File: config.mk
export PLATFORM = sky130hd
export DESIGN_NAME = nfc_seq
export DESIGN_NICKNAME = d
export VERILOG_FILES = /design/src/rtl/nfc_seq.sv
export SDC_FILE = /design/constraint.sdc
export NUM_CORES = 1
export LEC_CHECK = 0
export BUFFER_PORTS_ARGS = -buffer_cell sky130_fd_sc_hd__buf_2
export CORE_MARGIN = 5
export CORE_UTILIZATION = 40
export DETAILED_ROUTE_END_ITERATION = 12
export PLACE_DENSITY = 0.78
export SLEW_MARGIN = 5
export SYNTH_ARGS = -nofsm -noshare
export SYNTH_HDL_FRONTEND = slang
export SYNTH_SLANG_ARGS = --single-unit
export TNS_END_PERCENT = 5
File: constraint.sdc
create_clock -name clk -period 4.6 [get_ports clk]
set_clock_uncertainty 0.15 [all_clocks]
set_input_delay 0.46 -clock clk [delete_from_list [all_inputs] [get_ports clk]]
set_output_delay 0.46 -clock clk [all_outputs]
set_load 0.02 [all_outputs]
File: src/rtl/nfc_seq.sv
// NAND flash operation sequencer: turns one accepted op request into the
// command/address/data phase pulses for the flash interface block, then reports done/error.
module nfc_seq #(
    parameter int unsigned TMO_CYC = 16'hFFFF,
    parameter int unsigned TWB_CYC = 4
) (
    input  logic        clk,
    input  logic        rst,
    input  logic        op_start,
    input  logic [1:0]  op_code,
    input  logic [31:0] op_row_addr,
    input  logic [31:0] op_col_addr,
    input  logic [5:0]  op_addr_cnt,
    input  logic [13:0] op_dat_cnt,
    input  logic        nf_rb,
    output logic        nfc_cmd_en,
    output logic        nfc_addr_en,
    output logic        nfc_dat_en,
    output logic [7:0]  nfc_if_cmd,
    output logic [31:0] nfc_col_addr,
    output logic [31:0] nfc_row_addr,
    output logic [5:0]  nfc_addr_cnt,
    output logic [13:0] nfc_dat_cnt,
    output logic        nfc_dat_dir,
    input  logic        nfif_cmd_done,
    input  logic        nfif_addr_done,
    input  logic        nfif_dat_done,
    input  logic        nfif_data_wr,
    input  logic [7:0]  nfif_data_out,
    output logic        seq_busy,
    output logic        seq_done,
    output logic        seq_err,
    output logic [7:0]  seq_status,
    output logic [3:0]  o_dbg_state
);

    // Phase handshake: a *_en pulse is issued on the first cycle of a phase state;
    // the state is held until the matching *_done pulse, which may arrive on that same cycle.
    typedef enum logic [3:0] {
        S_IDLE     = 4'd0,
        S_CMD1     = 4'd1,
        S_ADDR     = 4'd2,
        S_CMD2     = 4'd3,
        S_WAIT_RB  = 4'd4,
        S_DATA     = 4'd5,
        S_STAT_CMD = 4'd6,
        S_STAT_DAT = 4'd7,
        S_FIN      = 4'd8
    } state_t;

    localparam logic [1:0]  OP_READ  = 2'b00;
    localparam logic [1:0]  OP_PROG  = 2'b01;
    localparam logic [1:0]  OP_STAT  = 2'b10;
    localparam logic [1:0]  OP_ERASE = 2'b11;
    localparam logic [15:0] TMO_LIM  = 16'(TMO_CYC);
    localparam logic [15:0] TWB_LIM  = 16'(TWB_CYC);

    state_t      r_state;
    state_t      w_next;
    logic        r_first;
    logic [1:0]  r_op;
    logic [31:0] r_row;
    logic [31:0] r_col;
    logic [5:0]  r_acnt;
    logic [13:0] r_dcnt;
    logic [15:0] r_cnt;
    logic        r_tmo;
    logic [7:0]  r_status;
    logic        r_stat_got;
    logic        w_rb_ok;
    logic        w_tmo_hit;

    // nf_rb is meaningless during tWB, so it only counts once the window has elapsed
    assign w_rb_ok   = (r_cnt >= TWB_LIM) && nf_rb;
    assign w_tmo_hit = (r_cnt >= TMO_LIM);

    always_comb begin
        w_next = r_state;
        case (r_state)
            S_IDLE:     if (op_start) w_next = (op_code == OP_STAT) ? S_STAT_CMD : S_CMD1;
            S_CMD1:     if (nfif_cmd_done) w_next = S_ADDR;
            S_ADDR:     if (nfif_addr_done) w_next = (r_op == OP_PROG) ? S_DATA : S_CMD2;
            S_CMD2:     if (nfif_cmd_done) w_next = S_WAIT_RB;
            S_WAIT_RB: begin
                if (w_rb_ok)        w_next = (r_op == OP_READ) ? S_DATA : S_STAT_CMD;
                else if (w_tmo_hit) w_next = S_FIN;
            end
            S_DATA:     if (nfif_dat_done) w_next = (r_op == OP_PROG) ? S_CMD2 : S_FIN;
            S_STAT_CMD: if (nfif_cmd_done) w_next = S_STAT_DAT;
            S_STAT_DAT: if (nfif_dat_done) w_next = S_FIN;
            S_FIN:      w_next = S_IDLE;
            default:    w_next = S_IDLE;
        endcase
    end

    always_comb begin
        nfc_cmd_en  = 1'b0;
        nfc_addr_en = 1'b0;
        nfc_dat_en  = 1'b0;
        nfc_if_cmd  = 8'h00;
        nfc_dat_dir = 1'b0;
        nfc_dat_cnt = r_dcnt;
        seq_done    = 1'b0;
        seq_err     = 1'b0;
        case (r_state)
            S_CMD1: begin
                nfc_cmd_en = r_first;
                nfc_if_cmd = (r_op == OP_PROG) ? 8'h80 : (r_op == OP_ERASE) ? 8'h60 : 8'h00;
            end
            S_ADDR: nfc_addr_en = r_first;
            S_CMD2: begin
                nfc_cmd_en = r_first;
                nfc_if_cmd = (r_op == OP_PROG) ? 8'h10 : (r_op == OP_ERASE) ? 8'hD0 : 8'h30;
            end
            S_DATA: begin
                nfc_dat_en  = r_first;
                nfc_dat_dir = (r_op == OP_PROG);
            end
            S_STAT_CMD: begin
                nfc_cmd_en = r_first;
                nfc_if_cmd = 8'h70;
            end
            S_STAT_DAT: begin
                nfc_dat_en  = r_first;
                nfc_dat_cnt = 14'd1;
            end
            S_FIN: begin
                seq_done = 1'b1;
                // a plain status read reports the byte but never flags it as a failure
                seq_err  = r_tmo || (((r_op == OP_PROG) || (r_op == OP_ERASE)) && r_status[0]);
            end
            default: ;
        endcase
    end

    assign seq_busy     = (r_state != S_IDLE);
    assign seq_status   = r_status;
    assign nfc_row_addr = r_row;
    assign nfc_col_addr = (r_op == OP_ERASE) ? 32'h0 : r_col;
    assign nfc_addr_cnt = r_acnt;
    assign o_dbg_state  = r_state;

    always_ff @(posedge clk or posedge rst) begin
        if (rst) begin
            r_state    <= S_IDLE;
            r_first    <= 1'b0;
            r_op       <= 2'b00;
            r_row      <= 32'h0;
            r_col      <= 32'h0;
            r_acnt     <= 6'h0;
            r_dcnt     <= 14'h0;
            r_cnt      <= 16'h0;
            r_tmo      <= 1'b0;
            r_status   <= 8'h00;
            r_stat_got <= 1'b0;
        end else begin
            r_state <= w_next;
            r_first <= (w_next != r_state);
            if ((r_state == S_IDLE) && op_start) begin
                r_op   <= op_code;
                r_row  <= op_row_addr;
                r_col  <= op_col_addr;
                r_acnt <= op_addr_cnt;
                r_dcnt <= op_dat_cnt;
                r_tmo  <= 1'b0;
            end
            if ((w_next == S_WAIT_RB) && (r_state != S_WAIT_RB)) begin
                r_cnt <= 16'h0;
            end else if ((r_state == S_WAIT_RB) && (r_cnt < TMO_LIM)) begin
                r_cnt <= r_cnt + 16'd1;
            end
            if ((r_state == S_WAIT_RB) && (w_next == S_FIN)) begin
                r_tmo <= 1'b1;
            end
            // only the first byte of the status phase is the status register
            if ((w_next == S_STAT_DAT) && (r_state != S_STAT_DAT)) begin
                r_stat_got <= 1'b0;
            end else if ((r_state == S_STAT_DAT) && nfif_data_wr && !r_stat_got) begin
                r_status   <= nfif_data_out;
                r_stat_got <= 1'b1;
            end
        end
    end

endmodule

==> flow_summary.ini <==
[status]
status = finished, final reports clean

[detailed_routing]
drc = 0
viasPerCell = 4.74
dr.first_iter.drc_count = 245
route.vias.total = 4754
routedWlPerCell_um = 14.3
wl_um = 14300
first_pass_iters = 4
ant_nets = 0

[worst_hold_path]
hp-class = input port to flop
hold_depth = 3

[logic_synthesis]
ys_ff_latch = 117
ys_types = 53
synth_top_area_cell = dfrtp_1
ys_warn_count = 0
async_flop_share_pct = 100
yosysMostFrequentCell = nand2_1
netlist.area_leader.share_pct = 53.6
synth_seq_area_share_pct = 53.6
synth_common_cells = 266 x nand2_1, 117 x dfrtp_1, 47 x and2_1, 33 x nor2_1, 18 x clkbuf_1
syn_area_um2 = 5460
synth_edf_count = 0
avgSynthCellArea_um2 = 8.82
synthCells = 619
ys.flop_type = dfrtp_1
synth_area_leaders = dfrtp_1 54%, nand2_1 18%, and2_1 5.4%, nor2_1 2.3%, mux2_2 2.3%

[cts]
post_cts_buffers = 0
cts_tree = built
cts_root_buf = clkbuf_16
cts_buffers = 17
ctsResizeCount = 0
cts_max_level = 4
clkTransAtPathRegs_ns = 0.05
holdBufCountCts = 1
cts.sinks = 117
clk_latency_ns = 0.41
clk_path_buf_depth = 2

[floorplanning]
fp.dieW_um = 127
core_area_um2 = 13300
start_util_pct = 41.1
die_area_um2 = 16100
die_h_um = 127
ios = 213
num_rows = 42

[setup_path]
critPathRequiredTime_ns = 3.99
cp_max_fo = 33
crit_arrival_ns = 2.44
endpoint_kind = output port
path_class = flop to output port
reg2reg_depth = 5
critPathLaunchType = flop

[sta]
finalSetupViolCount = 0
tightest_slew_ns = 0.909
fmax_mhz = 327
hold_viol_final = 0
rsz0062_at_grt = false
period_needed_ns = 3.05
fin_crit_sh_pct = 66.4
finalSetupTns_ns = 0
slew_viol_final = 0
max-slew-margin-rel_pct = 39.4

[flow_run]
max_cap_violations = 0

[pwr]
peakVddDrop_mv = 0.336
p_leak_uw = 0.00395
power_density_nw_per_um2 = 765
power_uw = 5500

[placement]
placedCellCount = 972
place_congestion = 0.845
dpl.hpwl_um = 10100
portBuffers = 208
post_dp_cell_area_um2 = 6590

[cells_and_area]
syn_to_final_growth_pct = 31.8
fin_area_um2 = 7190
drive_gt1_share_pct = 32.5
nNetsFinal = 920
layout.cells.non_filler = 1004
antenna_cells = 0

[grt]
grt_pass1_vias = 4680
gr-usage-all-layers_pct = 18.0
grt_max_degree = 86
antenna_found_initial = 0
grt_pass1_wl_um = 23300
grt_remaining_overflow = 0
-- cells in the final DEF (no fill, tap or decap), drive strengths merged, types with 3 or more instances in the layout --
cell type,netlist,routed
inv,5,5
nor3b,3,3
a21oi,10,10
and2,47,47
and3,6,6
conb,1,4
xor2,11,11
o21ai,5,5
dfrtp,117,117
nand2b,8,8
nor2b,4,4
xnor2,5,5
buf,19,212
clkbuf,19,21
nand2,266,266
clkinv,0,5
nand4,9,9
nand3,8,8
mux2,11,11
nor4b,3,3
bufinv,0,3
nor4,4,4
nor2,34,34
-- cells by family (layout without fill, tap and decap cells) --
logic type / Yosys count / after routing / synth area share [%]
adders and majority gates: 2 / 2 / 0.458
buffers and inverters: 43 / 249 / 3.74
muxes: 11 / 11 / 2.27
other: 1 / 4 / 0.0687
xor gates and xnor gates: 16 / 16 / 2.57
and+or+nand+nor: 401 / 401 / 33.3
AOI/OAI and AO/OA: 28 / 28 / 3.92
DFF: 117 / 117 / 53.6
-- per-stage QoR --
stage	util (%)	setup slack, ns	hold slack, ns
6_report	54.1	1.55	0.0912
5_1_grt	54.1	1.33	0.0781
4_1_cts	54.1	1.52	0.0726
3_5_place_dp	49.6	1.67	0.304
3_3_place_gp	49.6	1.78	0.299
2_1_floorplan	-	0.889	0.287
-- layout make-up --
type	count	area (um^2)
Sequential cell	117	2930
Clock inverter	10	130
Timing Repair Buffer	213	1080
Multi-Input combinational cell	462	2350
Clock buffer	21	460
Inverter	5	21.3
Fill cell	1259	6100
Tap cell	176	220
-- critical path, stage by stage (launching register included) --
cell,delay [ns]
dfrtp_1,0.49
nand2_1,0.59
or2_2,0.53
nor2_1,0.10
a21oi_1,0.05
nor2_1,0.10
buf_2,0.17
-- registers in the layout, summed over array words and instances (netlist names) --
| name | cells |
|---|---|
| nfc_row_addr | 32 |
| r_col | 32 |
| r_cnt | 16 |
| r_dcnt | 14 |
| seq_status | 8 |
| nfc_addr_cnt | 6 |
| o_dbg_state | 4 |
| r_op | 2 |
| r_first | 1 |
| r_stat_got | 1 |
| r_tmo | 1 |
-- layer usage --
metal	part of all wire, %	GRT usage (%)	up-vias
met4	1.9	6.69	0
met1	41	22.5	2211
met3	9.4	6.77	21
met5	0	0	-
li1	-	-	2344
met2	48	28.5	178
-- report_power, final --
part | switching (uW) | internal, uW
Clock | 440 | 871
Sequential | 371 | 1500
Combinational | 1470 | 841
-- worst paths after layout --
check	from	slack, ns	endpoint
max in group asynchronous	rst	2.88	r_cnt[1]
worst max register to register	o_dbg_state[0]	1.68	nfc_row_addr[25]
worst min register to register	r_dcnt[4]	0.31	r_dcnt[4]
min in group asynchronous	rst	0.53	r_col[13]
worst max-delay path	r_op[0]	1.55	nfc_if_cmd[5]
worst min-delay path	op_row_addr[28]	0.09	nfc_row_addr[28]
(Power assumes the default switching activity.)
